--- src/rtl/fn_sw_sched_if.sv ---
// Request/operand/result bundle between client logic and the fn_sw_sched
// bit-serial scheduler.
interface fn_sw_sched_if #(
  parameter int W = 8
);
  logic         req0;
  logic         req1;
  logic [W-1:0] a0;
  logic [W-1:0] b0;
  logic [W-1:0] a1;
  logic [W-1:0] b1;
  logic         sel0;
  logic         sel1;
  logic         gnt0;
  logic         gnt1;
  logic [W-1:0] y;
  logic         y_vld;
  logic         y_id;
  logic         busy;

  modport master (
    output req0, req1, a0, b0, a1, b1, sel0, sel1,
    input  gnt0, gnt1, y, y_vld, y_id, busy
  );

  modport slave (
    input  req0, req1, a0, b0, a1, b1, sel0, sel1,
    output gnt0, gnt1, y, y_vld, y_id, busy
  );
endinterface

--- src/rtl/fn_sw_sched.sv ---
// Shares one 1-bit AND/XOR unit between two requesters, streaming operands LSB-first.
// Define FN_SW_SCHED_RR_EN for round-robin tie breaking; otherwise req0 wins ties.
module fn_sw_sched #(
  parameter int W = 8
) (
  input logic           clk,
  input logic           rst_n,
  fn_sw_sched_if.slave  bus
);
  localparam int CW = $clog2(W);
  localparam logic [CW-1:0] CNT_LAST = CW'(W - 1);

  typedef enum logic [1:0] {IDLE, RUN, DONE} state_t;

  state_t         state_q, state_d;
  logic [W-1:0]   a_q, a_d;
  logic [W-1:0]   b_q, b_d;
  logic           sel_q, sel_d;
  logic           id_q, id_d;
  logic [CW-1:0]  cnt_q, cnt_d;
  logic [W-2:0]   res_q, res_d;
  logic [W-1:0]   y_q, y_d;
  logic           y_id_q, y_id_d;
  logic           y_vld_q, y_vld_d;
  logic           gnt0_q, gnt0_d;
  logic           gnt1_q, gnt1_d;
  logic           busy_q, busy_d;
  logic           win1;
  logic           res_bit;
  logic [W-1:0]   word;

`ifdef FN_SW_SCHED_RR_EN
  logic           last_id_q, last_id_d;

  assign win1 = bus.req1 & (~bus.req0 | ~last_id_q);
`else
  assign win1 = bus.req1 & ~bus.req0;
`endif

  always_comb begin
    state_d   = state_q;
    a_d       = a_q;
    b_d       = b_q;
    sel_d     = sel_q;
    id_d      = id_q;
    cnt_d     = cnt_q;
    res_d     = res_q;
    y_d       = y_q;
    y_id_d    = y_id_q;
    y_vld_d   = 1'b0;
    gnt0_d    = 1'b0;
    gnt1_d    = 1'b0;
`ifdef FN_SW_SCHED_RR_EN
    last_id_d = last_id_q;
`endif
    res_bit   = sel_q ? (a_q[cnt_q] ^ b_q[cnt_q]) : (a_q[cnt_q] & b_q[cnt_q]);
    word      = {res_bit, res_q};

    case (state_q)
      IDLE: begin
        if (bus.req0 | bus.req1) begin
          a_d     = win1 ? bus.a1 : bus.a0;
          b_d     = win1 ? bus.b1 : bus.b0;
          sel_d   = win1 ? bus.sel1 : bus.sel0;
          id_d    = win1;
          gnt0_d  = ~win1;
          gnt1_d  = win1;
          cnt_d   = '0;
          state_d = RUN;
        end
      end
      RUN: begin
        // Result bits enter at the MSB so bit 0 lands at the LSB after W shifts.
        res_d = word[W-1:1];
        if (cnt_q == CNT_LAST) begin
          y_d     = word;
          y_id_d  = id_q;
          y_vld_d = 1'b1;
          state_d = DONE;
        end else begin
          cnt_d = cnt_q + CW'(1);
        end
      end
      DONE: begin
`ifdef FN_SW_SCHED_RR_EN
        last_id_d = y_id_q;
`endif
        state_d = IDLE;
      end
      default: state_d = IDLE;
    endcase

    busy_d = (state_d != IDLE);
  end

  always_ff @(posedge clk or negedge rst_n) begin
    if (!rst_n) begin
      state_q   <= IDLE;
      a_q       <= '0;
      b_q       <= '0;
      sel_q     <= 1'b0;
      id_q      <= 1'b0;
      cnt_q     <= '0;
      res_q     <= '0;
      y_q       <= '0;
      y_id_q    <= 1'b0;
      y_vld_q   <= 1'b0;
      gnt0_q    <= 1'b0;
      gnt1_q    <= 1'b0;
      busy_q    <= 1'b0;
`ifdef FN_SW_SCHED_RR_EN
      last_id_q <= 1'b1;
`endif
    end else begin
      state_q   <= state_d;
      a_q       <= a_d;
      b_q       <= b_d;
      sel_q     <= sel_d;
      id_q      <= id_d;
      cnt_q     <= cnt_d;
      res_q     <= res_d;
      y_q       <= y_d;
      y_id_q    <= y_id_d;
      y_vld_q   <= y_vld_d;
      gnt0_q    <= gnt0_d;
      gnt1_q    <= gnt1_d;
      busy_q    <= busy_d;
`ifdef FN_SW_SCHED_RR_EN
      last_id_q <= last_id_d;
`endif
    end
  end

  assign bus.gnt0  = gnt0_q;
  assign bus.gnt1  = gnt1_q;
  assign bus.y     = y_q;
  assign bus.y_vld = y_vld_q;
  assign bus.y_id  = y_id_q;
  assign bus.busy  = busy_q;
endmodule

--- src/flat_wrapper.sv ---
// flat-port wrapper written by rule: the top's interface ports become plain ports
module fn_sw_sched_flat 
#(
  parameter int W = 8
)
  (clk, rst_n, bus_req0, bus_req1, bus_a0, bus_b0, bus_a1, bus_b1, bus_sel0, bus_sel1, bus_gnt0, bus_gnt1, bus_y, bus_y_vld, bus_y_id, bus_busy);
  fn_sw_sched_if #(.W(W)) bus_i ();
  input logic clk;
  input logic rst_n;
  input wire logic [$bits(bus_i.req0)-1:0] bus_req0;
  input wire logic [$bits(bus_i.req1)-1:0] bus_req1;
  input wire logic [$bits(bus_i.a0)-1:0] bus_a0;
  input wire logic [$bits(bus_i.b0)-1:0] bus_b0;
  input wire logic [$bits(bus_i.a1)-1:0] bus_a1;
  input wire logic [$bits(bus_i.b1)-1:0] bus_b1;
  input wire logic [$bits(bus_i.sel0)-1:0] bus_sel0;
  input wire logic [$bits(bus_i.sel1)-1:0] bus_sel1;
  output wire logic [$bits(bus_i.gnt0)-1:0] bus_gnt0;
  output wire logic [$bits(bus_i.gnt1)-1:0] bus_gnt1;
  output wire logic [$bits(bus_i.y)-1:0] bus_y;
  output wire logic [$bits(bus_i.y_vld)-1:0] bus_y_vld;
  output wire logic [$bits(bus_i.y_id)-1:0] bus_y_id;
  output wire logic [$bits(bus_i.busy)-1:0] bus_busy;
  assign bus_i.req0 = bus_req0;
  assign bus_i.req1 = bus_req1;
  assign bus_i.a0 = bus_a0;
  assign bus_i.b0 = bus_b0;
  assign bus_i.a1 = bus_a1;
  assign bus_i.b1 = bus_b1;
  assign bus_i.sel0 = bus_sel0;
  assign bus_i.sel1 = bus_sel1;
  assign bus_gnt0 = bus_i.gnt0;
  assign bus_gnt1 = bus_i.gnt1;
  assign bus_y = bus_i.y;
  assign bus_y_vld = bus_i.y_vld;
  assign bus_y_id = bus_i.y_id;
  assign bus_busy = bus_i.busy;
  fn_sw_sched #(.W(W)) u_core (.clk(clk), .rst_n(rst_n), .bus(bus_i));
endmodule
--- config.mk ---
export PLATFORM = sky130hd
export DESIGN_NAME = fn_sw_sched_flat
export DESIGN_NICKNAME = d
export VERILOG_FILES = /design/src/rtl/fn_sw_sched_if.sv /design/src/rtl/fn_sw_sched.sv /design/src/flat_wrapper.sv
export SDC_FILE = /design/constraint.sdc
export NUM_CORES = 1
export LEC_CHECK = 0
export CAP_MARGIN = 20
export CORE_ASPECT_RATIO = 0.7
export CORE_UTILIZATION = 50
export CTS_CLUSTER_SIZE = 12
export DETAILED_ROUTE_END_ITERATION = 16
export GPL_ROUTABILITY_DRIVEN = 0
export GPL_TIMING_DRIVEN = 0
export PLACE_DENSITY_LB_ADDON = 0.12
export SLEW_MARGIN = 20
export SYNTH_ARGS = -nofsm -noshare
export SYNTH_HDL_FRONTEND = slang
export SYNTH_SLANG_ARGS = --single-unit
--- constraint.sdc ---
create_clock -name clk -period 3.95 [get_ports clk]
set_input_delay 0.79 -clock clk [delete_from_list [all_inputs] [get_ports clk]]
set_output_delay 0.79 -clock clk [all_outputs]
set_load 0.02 [all_outputs]
==> impl_metrics.env, run 1 <==
export IMPL_outcome="completed"
export IMPL_setup_viol=0
export IMPL_synthCells=154
export IMPL_wl_per_cell_um=15.0
export IMPL_seq_area_frac_synth_pct=54.5
export IMPL_routed_via_density=5.50
export IMPL_die_y_um=54.6
export IMPL_fillers=249
export IMPL_io_pins=51
export IMPL_totalWireLength_mm=3.95
export IMPL_reg2reg_depth=6
export IMPL_avgSynthCellArea_sq_um=12.8
export IMPL_period_needed_ns=2.09
export IMPL_clkTransAtPathRegs_ns=0.08
export IMPL_cts_tree="yes"
export IMPL_crit_required_ns=4.11
export IMPL_cts_made_buffers=5
export IMPL_antenna_cells=0
export IMPL_maxCapViolCount=0
export IMPL_nets=253
export IMPL_syn_area_sq_um=1970
export IMPL_drive_gt1_share_pct=17.4
export IMPL_cp_endpoint="u_core.res_q[6]$_DFFE_PN0P_"
export IMPL_dp_cells=255
export IMPL_startpoint_type="flip-flop"
export IMPL_first_iter_violations=76
export IMPL_drc_errors=0
export IMPL_yosys_warnings=0
export IMPL_worst_slew_pin_slew_ns=0.481
export IMPL_r2r_slack_ns=1.86
export IMPL_reg2reg_from="u_core.cnt_q[0]$_DFFE_PN0P_"
export IMPL_core_area_sq_um=3650
export IMPL_grt_pass1_vias=1354
export IMPL_first_pass_iters=4
export IMPL_htree_levels=2
export IMPL_cp_startpoint="u_core.cnt_q[0]$_DFFE_PN0P_"
export IMPL_crit_path_end_kind="flip-flop"
export IMPL_cts_buffer_depth=2
export IMPL_relSlewSlack_pct=68.0
export IMPL_cts_repair_resize_count=0
export IMPL_port_buffers=50
export IMPL_multi_input_area_sq_um=812
export IMPL_rsz0062_at_grt="no"
export IMPL_cts_root_buf="clkbuf_8"
export IMPL_clock_skew_ns=0.00735
export IMPL_ir_worst_vdd_mv=0.338
export IMPL_track_usage_pct=21.1
export IMPL_yosysUniqueCellTypes=23
export IMPL_min_delay_path_class="primary input to asynchronous set/reset pin"
export IMPL_r2r_end="u_core.res_q[6]$_DFFE_PN0P_"
export IMPL_clock_fmax_mhz=479
export IMPL_finalNonFillerCells=263
export IMPL_ant_nets=0
export IMPL_core_rowCount=18
export IMPL_dp_hpwl_mm=3.04
export IMPL_ys_ff_latch=43
export IMPL_cp_max_fo=5
export IMPL_area_growth_pct=33.5
export IMPL_critical_path_class="flip-flop to flip-flop"
export IMPL_grt_pass1_wl_mm=6.42
export IMPL_powerDensity_nw_per_um2=699
export IMPL_cts_hold_fix_buffers=0
export IMPL_die_area_sq_um=4210
export IMPL_clkLatencyLatePin_ns=0.29
export IMPL_grt_max_degree=32
export IMPL_die_w_um=77.1
export IMPL_routed_via_count=1447
export IMPL_antenna_found_initial=0
export IMPL_syn_nets=195
export IMPL_grt_ovfl_total=0
export IMPL_start_util_pct=54.1
export IMPL_regArea_sq_um=1080
export IMPL_leakagePower_nw=1.13
export IMPL_hold_viol=0
export IMPL_tns_ns=0
export IMPL_drv_slew=0
export IMPL_post_route_period_util_pct=52.9
export IMPL_cts_sinks=43
export IMPL_cts_setup_buffers=0
export IMPL_arrival_ns=2.25
cell usage after synthesis (all sizes together):
cell type / number / area (sq um)
o21ai: 2 / 10.0
nor2: 2 / 7.51
nor2b: 1 / 6.26
nand2: 4 / 15.0
mux2: 17 / 191
clkbuf: 3 / 11.3
nand3b: 1 / 7.51
a31oi: 17 / 106
nor3b: 1 / 7.51
or2: 1 / 6.26
dfrtp: 43 / 1080
buf: 10 / 63.8
a21oi: 19 / 95.1
inv: 3 / 11.3
nand2b: 1 / 6.26
and2: 2 / 12.5
ha: 3 / 37.5
mux2i: 18 / 180
a22o: 2 / 17.5
mux4: 4 / 105
critical path: stages (launching register included):
cell and delay, ns:
dfrtp_1 0.39, buf_6 0.14, mux4_1 0.56, mux2_2 0.29
ha_1 0.27, mux2i_1 0.21, o21ai_0 0.11
logic make-up (layout without fill, tap and decap cells):
logic type / count (synthesis) / count (layout) / share of synthesized area, %
flops: 43 / 43 / 54.5
compound gates: 40 / 40 / 11.6
mux: 39 / 39 / 24.1
buf+inv: 16 / 75 / 4.37
simple gates: 13 / 13 / 3.49
fa+ha+maj: 3 / 3 / 1.90
layout by cell type, fill, tap and decap left out, types with 4 or more instances in the layout:
master / count
buf_2: 7
a31oi_1: 17
mux4_1: 4
nand2_1: 4
clkdlybuf4s50_1: 49
mux2i_1: 18
dfrtp_1: 43
clkbuf_8: 5
a21oi_1: 19
mux2_2: 17
metal layers:
layer	up-vias	global-route usage (%)	share of wire, %
li1	689	-	-
met1	701	27.2	46
met2	45	34.1	47
met3	12	4.67	4.3
met4	0	11.9	2.8
met5	-	0	0
through the flow:
step           util, %  total power, mW  instance area [sq um]  setup WS (ns)  hold WS, ns
5_1_grt           72.3             1.97                   2640           1.77        0.385
3_5_place_dp      70.0             1.59                   2550           1.60        0.493
3_3_place_gp      69.5             1.53                   2540           1.11        0.474
6_report          72.3             1.84                   2640           1.86        0.376
4_1_cts           72.3             1.85                   2640           1.86        0.376
2_1_floorplan        -             1.29                   1970           2.08        0.459
cell type report:
| cell class | instances | area share, % |
|---|---|---|
| Buffer | 13 | 2.85 |
| Clock inverter | 3 | 0.570 |
| Tap cell | 50 | 2.37 |
| Timing Repair Buffer | 51 | 19.6 |
| Multi-Input combinational cell | 95 | 30.8 |
| Clock buffer | 5 | 2.61 |
| Sequential cell | 43 | 40.8 |
| Inverter | 3 | 0.427 |
sequential cells by signal, indices dropped and copies added (netlist names), 2 cells and up:
register / cells
u_core.a_q: 8
u_core.b_q: 8
u_core.bus.y: 8
u_core.cnt_q: 3
u_core.res_q: 7
u_core.state_q: 2
how the worst min path moves through the flow:
stage                                      from                     endpoint  slack, ns  cells after the start
global placement    u_core.bus.y[7]$_DFFE_PN0P_  u_core.bus.y[7]$_DFFE_PN0P_       0.47                      2
CTS                                       rst_n  u_core.bus.y[1]$_DFFE_PN0P_       0.38                      1
finish                                    rst_n  u_core.cnt_q[0]$_DFFE_PN0P_       0.38                      1
global route                              rst_n  u_core.bus.y[1]$_DFFE_PN0P_       0.39                      1
floorplan               u_core.id_q$_DFFE_PN0P_      u_core.id_q$_DFFE_PN0P_       0.46                      2
detailed placement  u_core.bus.y[6]$_DFFE_PN0P_  u_core.bus.y[6]$_DFFE_PN0P_       0.49                      1
power breakdown:
| group | switching (mW) | internal (mW) | total [mW] |
|---|---|---|---|
| registers | 0.122 | 0.644 | 0.766 |
| logic | 0.372 | 0.438 | 0.810 |
| clock network | 0.145 | 0.121 | 0.266 |
| total | 0.640 | 1.20 | 1.84 |
No activity file was read; power rests on OpenSTA's default activity.
==> inputs of run 2 (changes only) <==
- CORE_UTILIZATION: 50 -> 43
- clock period: 3.95 -> 1.84 ns (I/O delays scaled with it)
==> impl_metrics.env, run 2 (synthesized netlist as in run 1, its figures left out) <==
export IMPL_outcome="finished, violations left"
export IMPL_violations="negative setup slack"
export IMPL_leakagePower_nw=1.16
export IMPL_clkTransAtPathRegs_ns=0.08
export IMPL_fillers=346
export IMPL_cts_root_buf="clkbuf_8"
export IMPL_nets=255
export IMPL_dp_cells=260
export IMPL_arrival_ns=2.04
export IMPL_most_common_layout_cells="clkdlybuf4s50_1, dfrtp_1, a21oi_1"
export IMPL_core_area_sq_um=4380
export IMPL_worst_slack_ns=-0.0192
export IMPL_grt_pass1_vias=1344
export IMPL_p_comb_share_pct=45.4
export IMPL_cts_tree="yes"
export IMPL_track_usage_pct=17.0
export IMPL_cts_sinks=43
export IMPL_ir_worst_vdd_mv=0.782
export IMPL_clock_fmax_mhz=538
export IMPL_hold_viol=0
export IMPL_routed_via_density=5.36
export IMPL_grt_pass1_wl_mm=6.47
export IMPL_routed_via_count=1446
export IMPL_setup_viol=2
export IMPL_io_pins=51
export IMPL_regArea_sq_um=1080
export IMPL_totalWireLength_mm=4.00
export IMPL_p_sw_mw=1.47
export IMPL_worst_slew_pin_slew_ns=0.551
export IMPL_port_buffers=50
export IMPL_rsz0062_at_grt="yes"
export IMPL_cts_made_buffers=5
export IMPL_drive_gt1_share_pct=21.4
export IMPL_wl_per_cell_um=14.8
export IMPL_min_delay_path_class="primary input to asynchronous set/reset pin"
export IMPL_startpoint_type="flip-flop"
export IMPL_pre_cts_slack_ns=-0.108
export IMPL_critical_path_class="flip-flop to flip-flop"
export IMPL_clock_skew_ns=0.00946
export IMPL_period_needed_ns=1.86
export IMPL_grt_max_degree=24
export IMPL_powerDensity_nw_per_um2=1630
export IMPL_final_common_cell="clkdlybuf4s50_1"
export IMPL_multi_input_area_sq_um=835
export IMPL_p_clk_share_pct=16.9
export IMPL_ant_nets=0
export IMPL_first_pass_iters=4
export IMPL_drc_errors=0
export IMPL_die_area_sq_um=4870
export IMPL_htree_levels=2
export IMPL_swShare_pct=33.0
export IMPL_p_seq_share_pct=37.7
export IMPL_placed_area_sq_um=2570
export IMPL_cts_hold_fix_buffers=0
export IMPL_finalNonFillerCells=270
export IMPL_start_util_pct=45.1
export IMPL_first_iter_violations=119
export IMPL_die_y_um=58.7
export IMPL_report_power_total_mw=4.44
export IMPL_drv_slew=0
export IMPL_crit_required_ns=2.02
export IMPL_post_route_period_util_pct=101
export IMPL_antenna_cells=0
export IMPL_clkLatencyLatePin_ns=0.29
export IMPL_die_w_um=83.0
export IMPL_cts_buffer_depth=2
export IMPL_grt_ovfl_total=0
export IMPL_maxCapViolCount=0
export IMPL_power_internal_mw=2.97
export IMPL_stdcell_area_sq_um=2720
export IMPL_crit_path_end_kind="flip-flop"
export IMPL_antenna_found_initial=0
export IMPL_core_rowCount=20
export IMPL_finish_utilization_pct=62.2
export IMPL_relSlewSlack_pct=63.3
export IMPL_cp_max_fo=5
export IMPL_dp_hpwl_mm=3.01
export IMPL_area_growth_pct=38.0
## run 2: cell types whose count changed in the layout (fill, tap and decap cells not counted), moves of 2 or more
| cell | delta |
|---|---|
| mux4_2 | +4 |
| clkinv_2 | -2 |
| mux2_4 | +2 |
| mux2_2 | -2 |
| buf_4 | +3 |
| o21ai_0 | -2 |
| mux4_1 | -4 |
| o21ai_1 | +2 |
## run 2: power by group through the flow
| stage | Sequential (mW) | Clock [mW] | Combinational (mW) |
|---|---|---|---|
| floorplan | 1.73 | 0 | 1.15 |
| global placement | 1.66 | 0 | 1.76 |
| detailed placement | 1.68 | 0 | 1.83 |
| CTS | 1.67 | 0.765 | 1.92 |
| global route | 1.74 | 0.802 | 2.19 |
| finish | 1.67 | 0.751 | 2.01 |
## run 2: worst paths after layout
kind | startpoint | to | slack, ns | cells after the start
min in group clk | u_core.bus.y[7]$_DFFE_PN0P_ | u_core.bus.y[7]$_DFFE_PN0P_ | 0.50 | 2
setup / recovery | u_core.cnt_q[0]$_DFFE_PN0P_ | u_core.res_q[6]$_DFFE_PN0P_ | -0.02 | 6
hold reg to reg | u_core.bus.y[7]$_DFFE_PN0P_ | u_core.bus.y[7]$_DFFE_PN0P_ | 0.50 | 2
hold / removal | rst_n | u_core.bus.busy$_DFF_PN0_ | 0.06 | 1
max in group asynchronous | rst_n | u_core.state_q[0]$_DFF_PN0_ | 1.28 | 2
setup reg to reg | u_core.cnt_q[0]$_DFFE_PN0P_ | u_core.res_q[6]$_DFFE_PN0P_ | -0.02 | 6
## run 2: what timing repair did
item                                    in CTS  in global routing
resized for setup                            2                  2
setup buffers                                1                  1
endpoints found under the setup margin       2                 11
pin swaps                                    2                  0
## run 2: metrics by stage
| stage | hold slack [ns] | setup TNS (ns) |
|---|---|---|
| after floorplan | 0.0724 | 0 |
| after global placement | 0.469 | -27.38 |
| after detailed placement | 0.387 | -0.877 |
| after CTS | 0.0684 | -0.101 |
| after global routing | 0.0833 | -0.212 |
| final | 0.0617 | -0.0348 |
## run 2: cell type report
cell class	count	share of cell area (%)
Timing Repair Buffer	53	19.8
Clock buffer	6	3.03
Tap cell	55	2.53
Multi-Input combinational cell	95	30.6
Clock inverter	2	1.29
Buffer	13	2.85
Sequential cell	43	39.5
Inverter	3	0.413
## run 2: per-layer routing
metal / vias up / GRT usage [%] / routed length, um
li1: 681 / - / -
met5: - / 0 / 0
met3: 2 / 4.77 / 243
met1: 721 / 25.2 / 1950
met2: 42 / 24.9 / 1780
met4: 0 / 4.43 / 23
## run 2: critical path, stage by stage, from the launching register on
cell and delay (ns):
dfrtp_1 0.37, buf_6 0.14, mux4_2 0.48, mux2_4 0.29, ha_4 0.25, mux2i_4 0.15
o21ai_1 0.07
==> inputs of run 3 (changes only) <==
- CAP_MARGIN: 20 -> unset
==> results of run 3 <==
Final layout, timing and power as in run 2 (identical DEF).
